**src/rtl/axi_read_arbiter_if.sv**
```systemverilog
// axi_read_if: AXI4 read-address and read-data channel bundle.
// Latency: none, wires only.
// Backpressure: arvalid/arready on AR, rvalid/rready on R.
// Ports: master drives AR and rready; slave drives arready and the R beat.
interface axi_read_if #(
   parameter int ADDR_WIDTH = 32
) ();
   logic [ADDR_WIDTH-1:0] araddr;
   logic [7:0]            arlen;
   logic                  arvalid;
   logic                  arready;
   logic [31:0]           rdata;
   logic [1:0]            rresp;
   logic                  rvalid;
   logic                  rready;
   logic                  rlast;

   modport master (
      output araddr, arlen, arvalid, rready,
      input  arready, rdata, rresp, rvalid, rlast
   );

   modport slave (
      input  araddr, arlen, arvalid, rready,
      output arready, rdata, rresp, rvalid, rlast
   );
endinterface

```
**src/rtl/axi_read_arbiter.sv**
```systemverilog
// axi_read_arbiter: two requesters share one AXI read slave, one whole burst (AR through R last) per grant.
// Latency: +1 cycle on AR (request registered into addr_q/len_q), 0 cycles on R (combinational routing).
// Backpressure: loser's arvalid is left pending and unacked; slave arready and winner rready pass straight through.
// Ports: clk, rst_n (async, active low); m0_if fetch requester, m1_if data requester (slave modports);
//        s_if shared slave (master modport); grant = current or last granted index; busy = ADDR or DATA state.
module axi_read_arbiter #(
   parameter bit RR_EN      = 1'b1,
   parameter int ADDR_WIDTH = 32
) (
   input  logic       clk,
   input  logic       rst_n,
   axi_read_if.slave  m0_if,
   axi_read_if.slave  m1_if,
   axi_read_if.master s_if,
   output logic       grant,
   output logic       busy
);

   typedef enum logic [1:0] {ST_IDLE, ST_ADDR, ST_DATA} state_t;

   state_t                state_q, state_d;
   logic                  grant_q, grant_d;
   logic                  last_grant_q, last_grant_d;
   logic [ADDR_WIDTH-1:0] addr_q, addr_d;
   logic [7:0]            len_q, len_d;
   logic [7:0]            beat_q, beat_d;

   logic win;
   logic in_addr;
   logic in_data;
   logic sel0;
   logic sel1;
   logic r_hs;

   // On a tie the round-robin pointer favours whoever did not own the last burst.
   always_comb begin
      win = 1'b0;
      if (m0_if.arvalid && m1_if.arvalid) begin
         win = RR_EN ? ~last_grant_q : 1'b0;
      end else begin
         win = m1_if.arvalid;
      end
   end

   assign in_addr = (state_q == ST_ADDR);
   assign in_data = (state_q == ST_DATA);
   assign sel0    = in_data && !grant_q;
   assign sel1    = in_data &&  grant_q;

   // AR side: registered request; araddr/arlen stay valid through DATA for the slave.
   assign s_if.arvalid = in_addr;
   assign s_if.araddr  = addr_q;
   assign s_if.arlen   = len_q;
   assign s_if.rready  = in_data && (grant_q ? m1_if.rready : m0_if.rready);

   assign m0_if.arready = in_addr && !grant_q && s_if.arready;
   assign m1_if.arready = in_addr &&  grant_q && s_if.arready;

   // R side: pure routing; the non-owner sees an idle, OKAY channel.
   assign m0_if.rvalid = sel0 && s_if.rvalid;
   assign m0_if.rlast  = sel0 && s_if.rlast;
   assign m0_if.rdata  = sel0 ? s_if.rdata : 32'h0;
   assign m0_if.rresp  = sel0 ? s_if.rresp : 2'b00;
   assign m1_if.rvalid = sel1 && s_if.rvalid;
   assign m1_if.rlast  = sel1 && s_if.rlast;
   assign m1_if.rdata  = sel1 ? s_if.rdata : 32'h0;
   assign m1_if.rresp  = sel1 ? s_if.rresp : 2'b00;

   assign r_hs = in_data && s_if.rvalid && s_if.rready;

   assign grant = grant_q;
   assign busy  = (state_q != ST_IDLE);

   always_comb begin
      state_d      = state_q;
      grant_d      = grant_q;
      last_grant_d = last_grant_q;
      addr_d       = addr_q;
      len_d        = len_q;
      beat_d       = beat_q;
      case (state_q)
         ST_IDLE: begin
            beat_d = 8'd0;
            if (m0_if.arvalid || m1_if.arvalid) begin
               grant_d = win;
               addr_d  = win ? m1_if.araddr : m0_if.araddr;
               len_d   = win ? m1_if.arlen  : m0_if.arlen;
               state_d = ST_ADDR;
            end
         end
         ST_ADDR: begin
            if (s_if.arready) begin
               state_d = ST_DATA;
            end
         end
         ST_DATA: begin
            if (r_hs) begin
               beat_d = beat_q + 8'd1;
               if (s_if.rlast) begin
                  last_grant_d = grant_q;
                  state_d      = ST_IDLE;
               end
            end
         end
         default: begin
            state_d = ST_IDLE;
         end
      endcase
   end

   // last_grant resets to 1 so m0 wins the first tie after reset.
   always_ff @(posedge clk or negedge rst_n) begin
      if (!rst_n) begin
         state_q      <= ST_IDLE;
         grant_q      <= 1'b0;
         last_grant_q <= 1'b1;
         addr_q       <= '0;
         len_q        <= 8'd0;
         beat_q       <= 8'd0;
      end else begin
         state_q      <= state_d;
         grant_q      <= grant_d;
         last_grant_q <= last_grant_d;
         addr_q       <= addr_d;
         len_q        <= len_d;
         beat_q       <= beat_d;
      end
   end

   // The slave must end the burst exactly on beat len_q.
   a_rlast_on_final_beat: assert property (@(posedge clk) disable iff (!rst_n)
      r_hs |-> (s_if.rlast == (beat_q == len_q)));

endmodule

```
**src/flat_wrapper.sv**
```systemverilog
// flat-port wrapper written by rule: the top's interface ports become plain ports
module axi_read_arbiter_flat 
#(
   parameter bit RR_EN      = 1'b1,
   parameter int ADDR_WIDTH = 32
)
  (clk, rst_n, grant, busy, m0_if_araddr, m0_if_arlen, m0_if_arvalid, m0_if_rready, m0_if_arready, m0_if_rdata, m0_if_rresp, m0_if_rvalid, m0_if_rlast, m1_if_araddr, m1_if_arlen, m1_if_arvalid, m1_if_rready, m1_if_arready, m1_if_rdata, m1_if_rresp, m1_if_rvalid, m1_if_rlast, s_if_araddr, s_if_arlen, s_if_arvalid, s_if_rready, s_if_arready, s_if_rdata, s_if_rresp, s_if_rvalid, s_if_rlast);
  axi_read_if #(.ADDR_WIDTH(ADDR_WIDTH)) m0_if_i ();
  axi_read_if #(.ADDR_WIDTH(ADDR_WIDTH)) m1_if_i ();
  axi_read_if #(.ADDR_WIDTH(ADDR_WIDTH)) s_if_i ();
  input  logic clk;
  input  logic rst_n;
  output logic grant;
  output logic busy;
  input wire logic [$bits(m0_if_i.araddr)-1:0] m0_if_araddr;
  input wire logic [$bits(m0_if_i.arlen)-1:0] m0_if_arlen;
  input wire logic [$bits(m0_if_i.arvalid)-1:0] m0_if_arvalid;
  input wire logic [$bits(m0_if_i.rready)-1:0] m0_if_rready;
  output wire logic [$bits(m0_if_i.arready)-1:0] m0_if_arready;
  output wire logic [$bits(m0_if_i.rdata)-1:0] m0_if_rdata;
  output wire logic [$bits(m0_if_i.rresp)-1:0] m0_if_rresp;
  output wire logic [$bits(m0_if_i.rvalid)-1:0] m0_if_rvalid;
  output wire logic [$bits(m0_if_i.rlast)-1:0] m0_if_rlast;
  input wire logic [$bits(m1_if_i.araddr)-1:0] m1_if_araddr;
  input wire logic [$bits(m1_if_i.arlen)-1:0] m1_if_arlen;
  input wire logic [$bits(m1_if_i.arvalid)-1:0] m1_if_arvalid;
  input wire logic [$bits(m1_if_i.rready)-1:0] m1_if_rready;
  output wire logic [$bits(m1_if_i.arready)-1:0] m1_if_arready;
  output wire logic [$bits(m1_if_i.rdata)-1:0] m1_if_rdata;
  output wire logic [$bits(m1_if_i.rresp)-1:0] m1_if_rresp;
  output wire logic [$bits(m1_if_i.rvalid)-1:0] m1_if_rvalid;
  output wire logic [$bits(m1_if_i.rlast)-1:0] m1_if_rlast;
  output wire logic [$bits(s_if_i.araddr)-1:0] s_if_araddr;
  output wire logic [$bits(s_if_i.arlen)-1:0] s_if_arlen;
  output wire logic [$bits(s_if_i.arvalid)-1:0] s_if_arvalid;
  output wire logic [$bits(s_if_i.rready)-1:0] s_if_rready;
  input wire logic [$bits(s_if_i.arready)-1:0] s_if_arready;
  input wire logic [$bits(s_if_i.rdata)-1:0] s_if_rdata;
  input wire logic [$bits(s_if_i.rresp)-1:0] s_if_rresp;
  input wire logic [$bits(s_if_i.rvalid)-1:0] s_if_rvalid;
  input wire logic [$bits(s_if_i.rlast)-1:0] s_if_rlast;
  assign m0_if_i.araddr = m0_if_araddr;
  assign m0_if_i.arlen = m0_if_arlen;
  assign m0_if_i.arvalid = m0_if_arvalid;
  assign m0_if_i.rready = m0_if_rready;
  assign m0_if_arready = m0_if_i.arready;
  assign m0_if_rdata = m0_if_i.rdata;
  assign m0_if_rresp = m0_if_i.rresp;
  assign m0_if_rvalid = m0_if_i.rvalid;
  assign m0_if_rlast = m0_if_i.rlast;
  assign m1_if_i.araddr = m1_if_araddr;
  assign m1_if_i.arlen = m1_if_arlen;
  assign m1_if_i.arvalid = m1_if_arvalid;
  assign m1_if_i.rready = m1_if_rready;
  assign m1_if_arready = m1_if_i.arready;
  assign m1_if_rdata = m1_if_i.rdata;
  assign m1_if_rresp = m1_if_i.rresp;
  assign m1_if_rvalid = m1_if_i.rvalid;
  assign m1_if_rlast = m1_if_i.rlast;
  assign s_if_araddr = s_if_i.araddr;
  assign s_if_arlen = s_if_i.arlen;
  assign s_if_arvalid = s_if_i.arvalid;
  assign s_if_rready = s_if_i.rready;
  assign s_if_i.arready = s_if_arready;
  assign s_if_i.rdata = s_if_rdata;
  assign s_if_i.rresp = s_if_rresp;
  assign s_if_i.rvalid = s_if_rvalid;
  assign s_if_i.rlast = s_if_rlast;
  axi_read_arbiter #(.RR_EN(RR_EN), .ADDR_WIDTH(ADDR_WIDTH)) u_core (.clk(clk), .rst_n(rst_n), .m0_if(m0_if_i), .m1_if(m1_if_i), .s_if(s_if_i), .grant(grant), .busy(busy));
endmodule
```
**config.mk**
```make
export PLATFORM = sky130hd
export DESIGN_NAME = axi_read_arbiter_flat
export DESIGN_NICKNAME = d
export VERILOG_FILES = /design/src/rtl/axi_read_arbiter_if.sv /design/src/rtl/axi_read_arbiter.sv /design/src/flat_wrapper.sv
export SDC_FILE = /design/constraint.sdc
export NUM_CORES = 1
export LEC_CHECK = 0
export ABC_CLOCK_PERIOD_IN_PS = 2300
export CAP_MARGIN = 20
export CORE_UTILIZATION = 32
export DETAILED_ROUTE_END_ITERATION = 10
export PLACE_DENSITY = 0.91
export SLEW_MARGIN = 20
export SYNTH_ARGS = -nofsm -noshare
export SYNTH_HDL_FRONTEND = slang
export SYNTH_SLANG_ARGS = --single-unit
```
**constraint.sdc**
```tcl
create_clock -name clk -period 2.3 [get_ports clk]
set_input_delay 0.46 -clock clk [delete_from_list [all_inputs] [get_ports clk]]
set_output_delay 0.46 -clock clk [all_outputs]
set_load 0.01 [all_outputs]
```
### Word level (Yosys, flattened, before mapping)

Cells that the tools add are included.

| storage, ports and cells | value |
|---|---|
| output and inout bits | 118 |
| bits in registers | 44 |
| word-level logic and storage cells | 46 |
| input port bits | 123 |

| operators by class | value |
|---|---|
| reductions and logical operators | 21 |
| equal/unequal tests | 6 |
| bitwise operators | 1 |
| multiplexer cells | 13 |

Operators by type and width:

| operator | number |
|---|---|
| $mux W32 | 3 |
| $logic_and A1 B1 Y1 | 14 |
| $mux W2 | 6 |
| $mux W8 | 1 |
| $ne A2 B2 Y1 const B | 3 |
| $pmux W2 S3 | 1 |
| $reduce_and A4 Y1 | 1 |
| $reduce_and A3 Y1 | 1 |
| $eq A2 B1 Y1 const B | 1 |
| $eq A2 B2 Y1 const B | 1 |
| $logic_not A2 Y1 | 1 |
| $mux W1 | 2 |
| $ne A2 B1 Y1 const B | 1 |
| $reduce_and A2 Y1 | 1 |
| $reduce_bool A2 Y1 | 1 |
| $logic_not A1 Y1 | 1 |
| $logic_or A1 B1 Y1 | 1 |
| $not A1 Y1 | 1 |

### Depth between registers and ports, before layout

Gate-level depths: netlist (run 1).

| logic depth | value |
|---|---|
| word-level depth | 5 |
| mapped depth | 5 |
| mapped depth without buffers | 3 |

### Worst setup path before layout (run 1)

Ideal clock, no wire load.

| timing | value |
|---|---|
| path type | register to output |
| start | reg u_core.state_q[0] |
| end | out m1_if_rdata[10] |
| slack | 0.616 ns |
| buffers on the path | 1 |
| arrival time | 1.224 ns |
| cell stages (with the launch flop) | 5 |
| required time | 1.840 ns |
| cell sequence | dfrtp_1 nand2b_1 nor2_1 clkbuf_1 and2_1 |

| between the ends | value |
|---|---|
| word-level cells in the longest chain between the ends | 3 |

Ends and longest elaborated chain:

| what | line | text |
|---|---|---|
| from (decl) | axi_read_arbiter.sv:21 | `state_t state_q, state_d;` |
| from (signal assigned) | axi_read_arbiter.sv:121 | `state_q <= state_d;` |
| $eq A2 B2 Y1 | axi_read_arbiter.sv:46 | `assign in_data = (state_q == ST_DATA);` |
| $logic_and A1 B1 Y1 | axi_read_arbiter.sv:48 | `assign sel1 = in_data && grant_q;` |
| $mux W32 | axi_read_arbiter.sv:66 | `assign m1_if.rdata = sel1 ? s_if.rdata : 32'h0;` |
| to (decl) | flat_wrapper.sv:29 | `output wire logic [$bits(m1_if_i.rdata)-1:0] m1_if_rdata;` |

No other way between the ends.

### Final worst setup path (run 1)

| timing | value |
|---|---|
| start | reg u_core.grant_q, in the netlist u_core.grant |
| end | out m1_if_rdata[10] |

| between the ends | value |
|---|---|
| word-level cells in the longest chain between the ends | 2 |

Ends and longest elaborated chain:

| what | line | text |
|---|---|---|
| from (decl) | axi_read_arbiter.sv:22 | `logic grant_q, grant_d;` |
| from (signal assigned) | axi_read_arbiter.sv:122 | `grant_q <= grant_d;` |
| $logic_and A1 B1 Y1 | axi_read_arbiter.sv:48 |  |
| $mux W32 | axi_read_arbiter.sv:66 |  |

No other way between the ends.

==> run metrics, run 1 <==
placed cell count=572; leak pwr=2.84 nW; non-filler cells, final=589; WP data arrival=1770 ps; Die ar.=0.00915 sq mm; Root Driver=clkbuf_8; pin count of the biggest net entering global routing=45; Layout area overhead=97.2%; Die Y=95.7 um; RePlAce Congestion=0.838; R2R depth=4; Vias=2738; dpl cell area=0.00535 sq mm; skew final=4.31 ps; layout cells sized above 1=24.0%; fill cell count=660; Yosys reg bits=44; nets@finish=606; antenna cells=0; Post-Syn Area per Cell=12.1 sq um; HP Class=in -> async; Power Density=919 mW/mm^2; period utilisation layout=96.8%; first-pass GRT wire length=14100 um; Rows=33; Tmin final=2230 ps; worst skew pair latency=290 ps; total chip power=5.09 mW; Post-DP HPWL=7860 um; DR iter-0 viols=27; H-Tree Level Count=2; IO buf count=240; Die X-Extent=95.7 um; Max Slew Vio Count=0; final setup violation count=0; total track usage=20.7%; kind of critical path=reg -> out; Remaining DRCs=0; status=complete, no violations; critical path fanouts, max=9; CTS Hold Buffers Added=0; max-cap viol count=0; crit start category=flop; CTS buffer count=5; Max Buffers Root-to-Sink=2; kind of end point of the critical path=output pin; setup tns final=0 ps; slew margin rel.=63.1%; peak supply drop=376 uV; slew at the pin with the worst max-slew slack=554 ps; reg-to-reg setup timing slack=630 ps; DR pass1 iterations=4; Peak Freq=449 MHz; routed wire length per instance=17.3 um; RSZ-0062 raised after global routing=no; CP required=1840 ps; RR Endpoint=u_core.s_if.araddr[29]; Fin Hold WS=229 ps; Syn Nets=355; final hold vios=0; TritonCTS clock tree=yes; Mapped Cells=232; TritonCTS Sinks=44; overflow left after global routing=0; synth warn=0; initial antenna violation count=0; synth unique cells=19; worst r2r src=u_core.last_grant_q; core footprint=0.00834 sq mm; IO Count=241; initial core utilization=33.6%; Final Cell Area=0.00554 sq mm; Syn Std Cell Area=0.00281 sq mm; final WL=10200 um; vias in the first global route=2846; via density per instance=4.65; DRT antenna net count=0; register area share after synthesis=39.3%; CTS clk-pin slew, worst paths=80 ps
[critical path, cell delays in order (launching register included)]
cell	delay, ps
dfrtp_2	450
inv_1	130
nor2_4	60
buf_4	130
buf_6	120
buf_4	140
and2_1	160
dlygate4sd2_1	280
[placed cells by master (no fill, tap or decap), drive strengths merged]
master and count:
a21bo 1, nor2b 1, dfstp 1, mux2i 1
clkdlybuf4s50 167, o2bb2ai 1, nand2 2, inv 3
clkinv 1, bufinv 1, o21ai 3, nand2b 1
mux2 81, dlymetal6s2s 12, nor2 6, clkbuf 7
dlygate4sd2 60, dfrtp 43, and2 72, buf 19
nor3 1
[routing by layer]
metal | vias up | share of wire (%) | GRT usage, % | routed length, um
met5 | - | 0 | 0 | 0
met4 | 0 | 1.2 | 5.72 | 123
met3 | 10 | 9.7 | 6.94 | 983
met2 | 148 | 55 | 41.5 | 5610
met1 | 1299 | 34 | 19.6 | 3460
li1 | 1281 | - | - | -
[metrics by stage]
step / util (%) / worst slack, ps
final: 66.4 / 73.3
after global routing: 66.4 / 12.4
after CTS: 65.2 / -31.4
after detailed placement: 64.2 / 120
after global placement: 64.2 / 110
after floorplan: - / 616
[cell usage after synthesis, drive strengths merged]
cell type / instances / area share (%)
mux2: 81 / 38
and2: 72 / 16
dfrtp: 43 / 38
buf: 9 / 2.5
clkbuf: 6 / 0.80
nor2: 6 / 0.80
inv: 3 / 0.40
o21ai: 3 / 0.53
nand2: 2 / 0.27
a21bo: 1 / 0.36
dfstp: 1 / 0.94
mux2i: 1 / 0.36
nand2b: 1 / 0.22
nor2b: 1 / 0.22
nor3: 1 / 0.18
o2bb2ai: 1 / 0.31
[registers in the layout (all words and copies together), names as in the netlist]
register and flops:
u_core.last_grant_q 1, u_core.s_if.araddr 32, u_core.grant 1, u_core.state_q 2, u_core.s_if.arlen 8
[how the worst max path moves through the flow]
stage	start	to	slack, ps
after floorplan	u_core.state_q[0]	m1_if_rdata[10]	620
after global placement	s_if_rlast	m0_if_rlast	110
after detailed placement	s_if_rlast	m0_if_rlast	120
after CTS	u_core.state_q[0]	m1_if_rlast	-30
after global routing	u_core.grant	m1_if_rdata[2]	10
final	u_core.grant	m1_if_rdata[10]	70
[where the power goes]
part,total [mW],switching (mW),internal (mW)
combinational,3.11,1.19,1.92
clock,0.569,0.247,0.322
sequential,1.41,0.223,1.18
[final cells by class]
type	instances	area [sq um]	area share, %
Sequential cell	44	1100	19.9
Inverter	3	11.3	0.203
Timing Repair Buffer	259	2540	46.0
Tap cell	105	131	2.37
Clock buffer	6	72.6	1.31
Clock inverter	2	35.0	0.633
Multi-Input combinational cell	170	1640	29.6
[kinds of logic (layout without fill, tap and decap cells)]
kind of cell,Yosys count,count (layout),share of synthesized area (%)
flip-flops,44,44,39.3
buffers and inverters,18,270,3.70
AND/OR/NAND/NOR,83,83,17.7
AO/OA/AOI/OAI,5,5,1.20
multiplexers,82,82,38.1
[repair_timing]
item,CTS,global route
pin swaps,1,2
resized for setup,69,14
setup buffers,2,5
setup endpoints to repair,72,14
cloned,1,1
Note: power is estimated with default switching activity, not from simulation.
==> run 2, diff against run 1 <==
--- a/config.mk
+++ b/config.mk
@@ -6,5 +6,4 @@
 export NUM_CORES = 1
 export LEC_CHECK = 0
-export ABC_CLOCK_PERIOD_IN_PS = 2300
 export CAP_MARGIN = 20
 export CORE_UTILIZATION = 32
==> constraint.sdc (replaced) <==
create_clock -name clk -period 2.3 [get_ports clk]
set_input_delay 0.46 -clock clk [delete_from_list [all_inputs] [get_ports clk]]
set_output_delay 0.46 -clock clk [all_outputs]
set_load 0.005 [all_outputs]
==> run 2 against run 1 <==
Net effect: cell area rose by 4.0%; flip-flop and latch count did not move; worst setup slack got worse by 80 ps; total power down 1.7%; sequential power barely moved; critical path depth down 2; count of clock-buffer cells in the layout is the same; clock skew about the same; utilization up 2.7 points; routed wire length is 5.5% higher; register-to-register slack about the same; the run now ends with negative setup slack left; die area unchanged; critical endpoint is now m1_if_rdata[9].
==> run metrics, run 2 (synthesis gave the netlist of run 1 again) <==
vias in the first global route=2936; CTS buffer count=5; DR pass1 iterations=4; period utilisation layout=100%; H-Tree Level Count=2; IO buf count=240; Tmin final=2310 ps; slew at the pin with the worst max-slew slack=548 ps; kind of end point of the critical path=output pin; overflow left after global routing=0; CP cell instances=nand2b_4 > nor2_4 > buf_6 > and2_1 > clkdlybuf4s50_1; Critical Path Source=u_core.state_q[0]; Worst path max stage delay=510 ps; setup tns final=-6.81 ps; commonest cells after routing, fill and taps aside=clkdlybuf4s50_1 (170), and2_1 (72), dlymetal6s2s_1 (64), mux2_2 (42), dfrtp_1 (42); final WL=10700 um; failing checks=negative setup slack; R2R depth=4; DRT antenna net count=0; reg-to-reg setup timing slack=620 ps; Post-DP HPWL=7970 um; Max Buffers Root-to-Sink=2; Max Slew Vio Count=0; commonest non-fill, non-tap cell in the layout=clkdlybuf4s50_1; pin count of the biggest net entering global routing=45; CTS Hold Buffers Added=0; max reg flops=32; status=finished with violations; total chip power=5.00 mW; skew final=3.99 ps; initial core utilization=33.6%; CP required=1840 ps; Worst path slowest cell=clkdlybuf4s50_1; final setup margin=-6.81 ps; Fin Hold WS=244 ps; RR Endpoint=u_core.s_if.araddr[29]; delay-heaviest family, CP=buffers and inverters; routed wire length per instance=18.2 um; Power Density=868 mW/mm^2; antenna cells=0; worst skew pair latency=290 ps; Die ar.=0.00915 sq mm; first-pass GRT wire length=14300 um; RSZ-0062 raised after global routing=yes; TritonCTS Sinks=44; Place WS=103 ps; crit start category=flop; nets@finish=605; final setup violation count=1; RePlAce Congestion=0.832; WP data arrival=1850 ps; IO Count=241; peak supply drop=404 uV; Remaining DRCs=0; DR iter-0 viols=49; Peak Freq=433 MHz; slew margin rel.=63.4%; max-cap viol count=0; final hold vios=0; kind of critical path=reg -> out; via density per instance=4.74; Layout area overhead=105%; leak pwr=3.53 nW; TritonCTS clock tree=yes; total track usage=21.1%; layout cells sized above 1=23.8%; Vias=2787; Die X-Extent=95.7 um; Rows=33; worst r2r src=u_core.last_grant_q; critical path fanouts, max=9; core footprint=0.00834 sq mm; Die Y=95.7 um; CTS clk-pin slew, worst paths=80 ps; Root Driver=clkbuf_8; HP Class=in -> async; initial antenna violation count=0; crit path buf inv count=2
==> run 2: power by group <==
part           switching (mW)  internal (mW)
sequential              0.227           1.18
combinational           0.993           1.99
clock                   0.256          0.355
==> run 2: repair_timing <==
action	CTS	global route
cloned	2	1
pin swaps	1	1
endpoints found under the setup margin	71	69
gates resized for setup	12	70
buffers inserted	2	4
==> run 2: final cells by class <==
| cell class | count | area (sq um) |
|---|---|---|
| Clock inverter | 2 | 38.8 |
| Multi-Input combinational cell | 170 | 1630 |
| Tap cell | 105 | 131 |
| Fill cell | 596 | 2580 |
| Sequential cell | 44 | 1100 |
| Inverter | 3 | 11.3 |
| Clock buffer | 6 | 82.6 |
| Timing Repair Buffer | 258 | 2760 |
==> run 2: per-layer routing <==
metal / GRT usage [%] / up-vias / routed length (um)
li1: - / 1278 / -
met1: 20.0 / 1350 / 3510
met2: 42.9 / 147 / 6060
met3: 6.70 / 12 / 995
met4: 5.22 / 0 / 163
met5: 0 / - / 0
==> run 2: stage by stage <==
stage	cells	area (sq um)	util, %
after floorplan	232	2810	-
after global placement	571	5360	64.3
final	588	5760	69.0
after detailed placement	571	5360	64.3
after CTS	583	5520	66.2
after global routing	588	5760	69.0
==> run 2: how the worst max path moves through the flow <==
stage,endpoint,slack [ps],cells after the start
2_1_floorplan,m1_if_rdata[10],650,4
3_3_place_gp,m1_if_rdata[20],140,5
3_5_place_dp,m1_if_rdata[20],100,5
4_1_cts,m1_if_rdata[11],-60,5
5_1_grt,m1_if_rdata[9],-90,5
6_report,m1_if_rdata[9],-7,5
==> run 3, diff against run 2 <==
GPL_TIMING_DRIVEN = 0   (was unset)
==> run 3 against run 2 <==
Net effect: non-clock buffer count increased by 10; critical endpoint is now m1_if_rvalid; routed wire length down 4.6%; global-route usage decreased by 0.088 points; the flow now finishes without violations; sequential share of layout area up 0.60 points; flip-flop and latch count unchanged; clock skew is 1.1 ps higher.
==> run metrics, run 3 (synthesis gave the netlist of run 1 again) <==
sw frac=29.3%; kind of critical path=reg -> out; final hold vios=0; final setup violation count=0; Die Y=95.7 um; skew final=5.13 ps; CTS buffer count=5; commonest non-fill, non-tap cell in the layout=clkdlybuf4s50_1; period utilisation layout=98.7%; final setup margin=29.5 ps; Rows=33; Max Slew Vio Count=0; Max Buffers Root-to-Sink=2; commonest cells after routing, fill and taps aside=clkdlybuf4s50_1 (176), and2_1 (72), dlygate4sd2_1 (60), mux2_2 (42), dfrtp_1 (42); core footprint=0.00834 sq mm; Tmin final=2270 ps; initial antenna violation count=0; final WL=10200 um; reg-to-reg setup timing slack=570 ps; first-pass GRT wire length=14400 um; HP Class=in -> async; vias in the first global route=2937; metal3 WL=990 um; peak supply drop=368 uV; antenna cells=0; M1 WL=3410 um; RSZ-0062 raised after global routing=yes; R2R depth=5; Vias=2745; power share of the combinational group=60.0%; CP required=1840 ps; Root Driver=clkbuf_8; DRT antenna net count=0; pin count of the biggest net entering global routing=27; Clock Power Share=11.6%; Layout area overhead=98.9%; sw power=1.43 mW; Post-DP HPWL=8390 um; status=complete, no violations; crit start category=flop; IO buf count=240; TritonCTS clock tree=yes; top sig layer=met4; setup tns final=0 ps; initial core utilization=33.6%; via density per instance=4.59; worst skew pair latency=290 ps; critical path fanouts, max=6; Peak Freq=440 MHz; WP data arrival=1810 ps; IO Count=241; total track usage=21.0%; TritonCTS Sinks=44; DR iter-0 viols=29; P_int=3.46 mW; DR pass1 iterations=4; overflow left after global routing=0; WL met2=5620 um; layout cells sized above 1=24.7%; Remaining DRCs=0; slew at the pin with the worst max-slew slack=457 ps; slew margin rel.=69.5%; max-cap viol count=0; register share of total power=28.4%; dpl cell area=0.00536 sq mm; Power Density=877 mW/mm^2; H-Tree Level Count=2; max reg flops=32; Final Cell Area=0.00558 sq mm; Die ar.=0.00915 sq mm; worst r2r src=u_core.last_grant_q; Die X-Extent=95.7 um; RePlAce Congestion=0.857; Place WS=-231 ps; nets@finish=615; RR Endpoint=u_core.s_if.arlen[7]; kind of end point of the critical path=output pin; CTS clk-pin slew, worst paths=80 ps; leak pwr=2.73 nW; routed wire length per instance=17.1 um
[run 3: changes by cell type in the layout (fill, tap and decap cells not counted), sizes merged]
cell,before,now
clkdlybuf4s50,170,176
dlymetal6s2s,64,3
dlygate4sd2,5,60
clkbuf,7,11
buf,18,24
[run 3: routing by layer]
| layer | GRT usage (%) | vias to the layer above |
|---|---|---|
| li1 | - | 1291 |
| met3 | 6.54 | 16 |
| met5 | 0 | - |
| met4 | 6.84 | 0 |
| met2 | 41.8 | 147 |
| met1 | 20.0 | 1291 |
[run 3: how the worst max path moves through the flow]
stage / start / endpoint / slack, ps / depth (start not counted)
floorplan: u_core.state_q[0] / m1_if_rdata[10] / 650 / 4
global placement: rst_n / u_core.s_if.araddr[11] / -400 / 1
detailed placement: u_core.state_q[0] / m1_if_rdata[20] / -230 / 5
CTS: u_core.state_q[0] / m1_if_rdata[22] / -70 / 5
global route: u_core.state_q[0] / m1_if_rresp[0] / -40 / 5
finish: u_core.state_q[0] / m1_if_rvalid / 30 / 5
[run 3: timing repair]
action                                  4_1_cts  5_1_grt
buffers inserted                              4        8
hold buffers                                  0        0
gates resized for setup                      85        4
endpoints found under the setup margin       72       11
pin swaps                                     2        2
[run 3: critical path: stages, from the launching register on]
cell and delay, ps:
dfrtp_1 400, nand2b_4 180, nor2_4 190, buf_4 150, and2_1 110, clkdlybuf4s50_1 490
[run 3: area by class of cell]
cell class | count | area, sq um
buffer | 15 | 154
clock inverter | 2 | 35.0
multi-input combinational | 170 | 1620
tap | 105 | 131
sequential | 44 | 1100
inverter | 3 | 11.3
clock buffer | 6 | 72.6
timing repair buffer | 253 | 2450
fill | 654 | 2760
[run 3: power groups by stage]
stage          combinational (mW)  clock (mW)  sequential (mW)
2_1_floorplan                1.16           0             1.42
3_3_place_gp                 2.79           0             1.38
3_5_place_dp                 2.85           0             1.41
4_1_cts                      2.87       0.593             1.41
5_1_grt                      3.13       0.626             1.44
6_report                     2.94       0.567             1.39
[run 3: per-stage QoR]
stage                     cells  util [%]  power [mW]  hold slack, ps
after global routing        598      66.9        5.20             138
after CTS                   590      66.0        4.87             120
after global placement      577      64.0        4.17             486
final                       598      66.9        4.89             111
after detailed placement    578      64.2        4.26             437
after floorplan             232         -        2.57             164
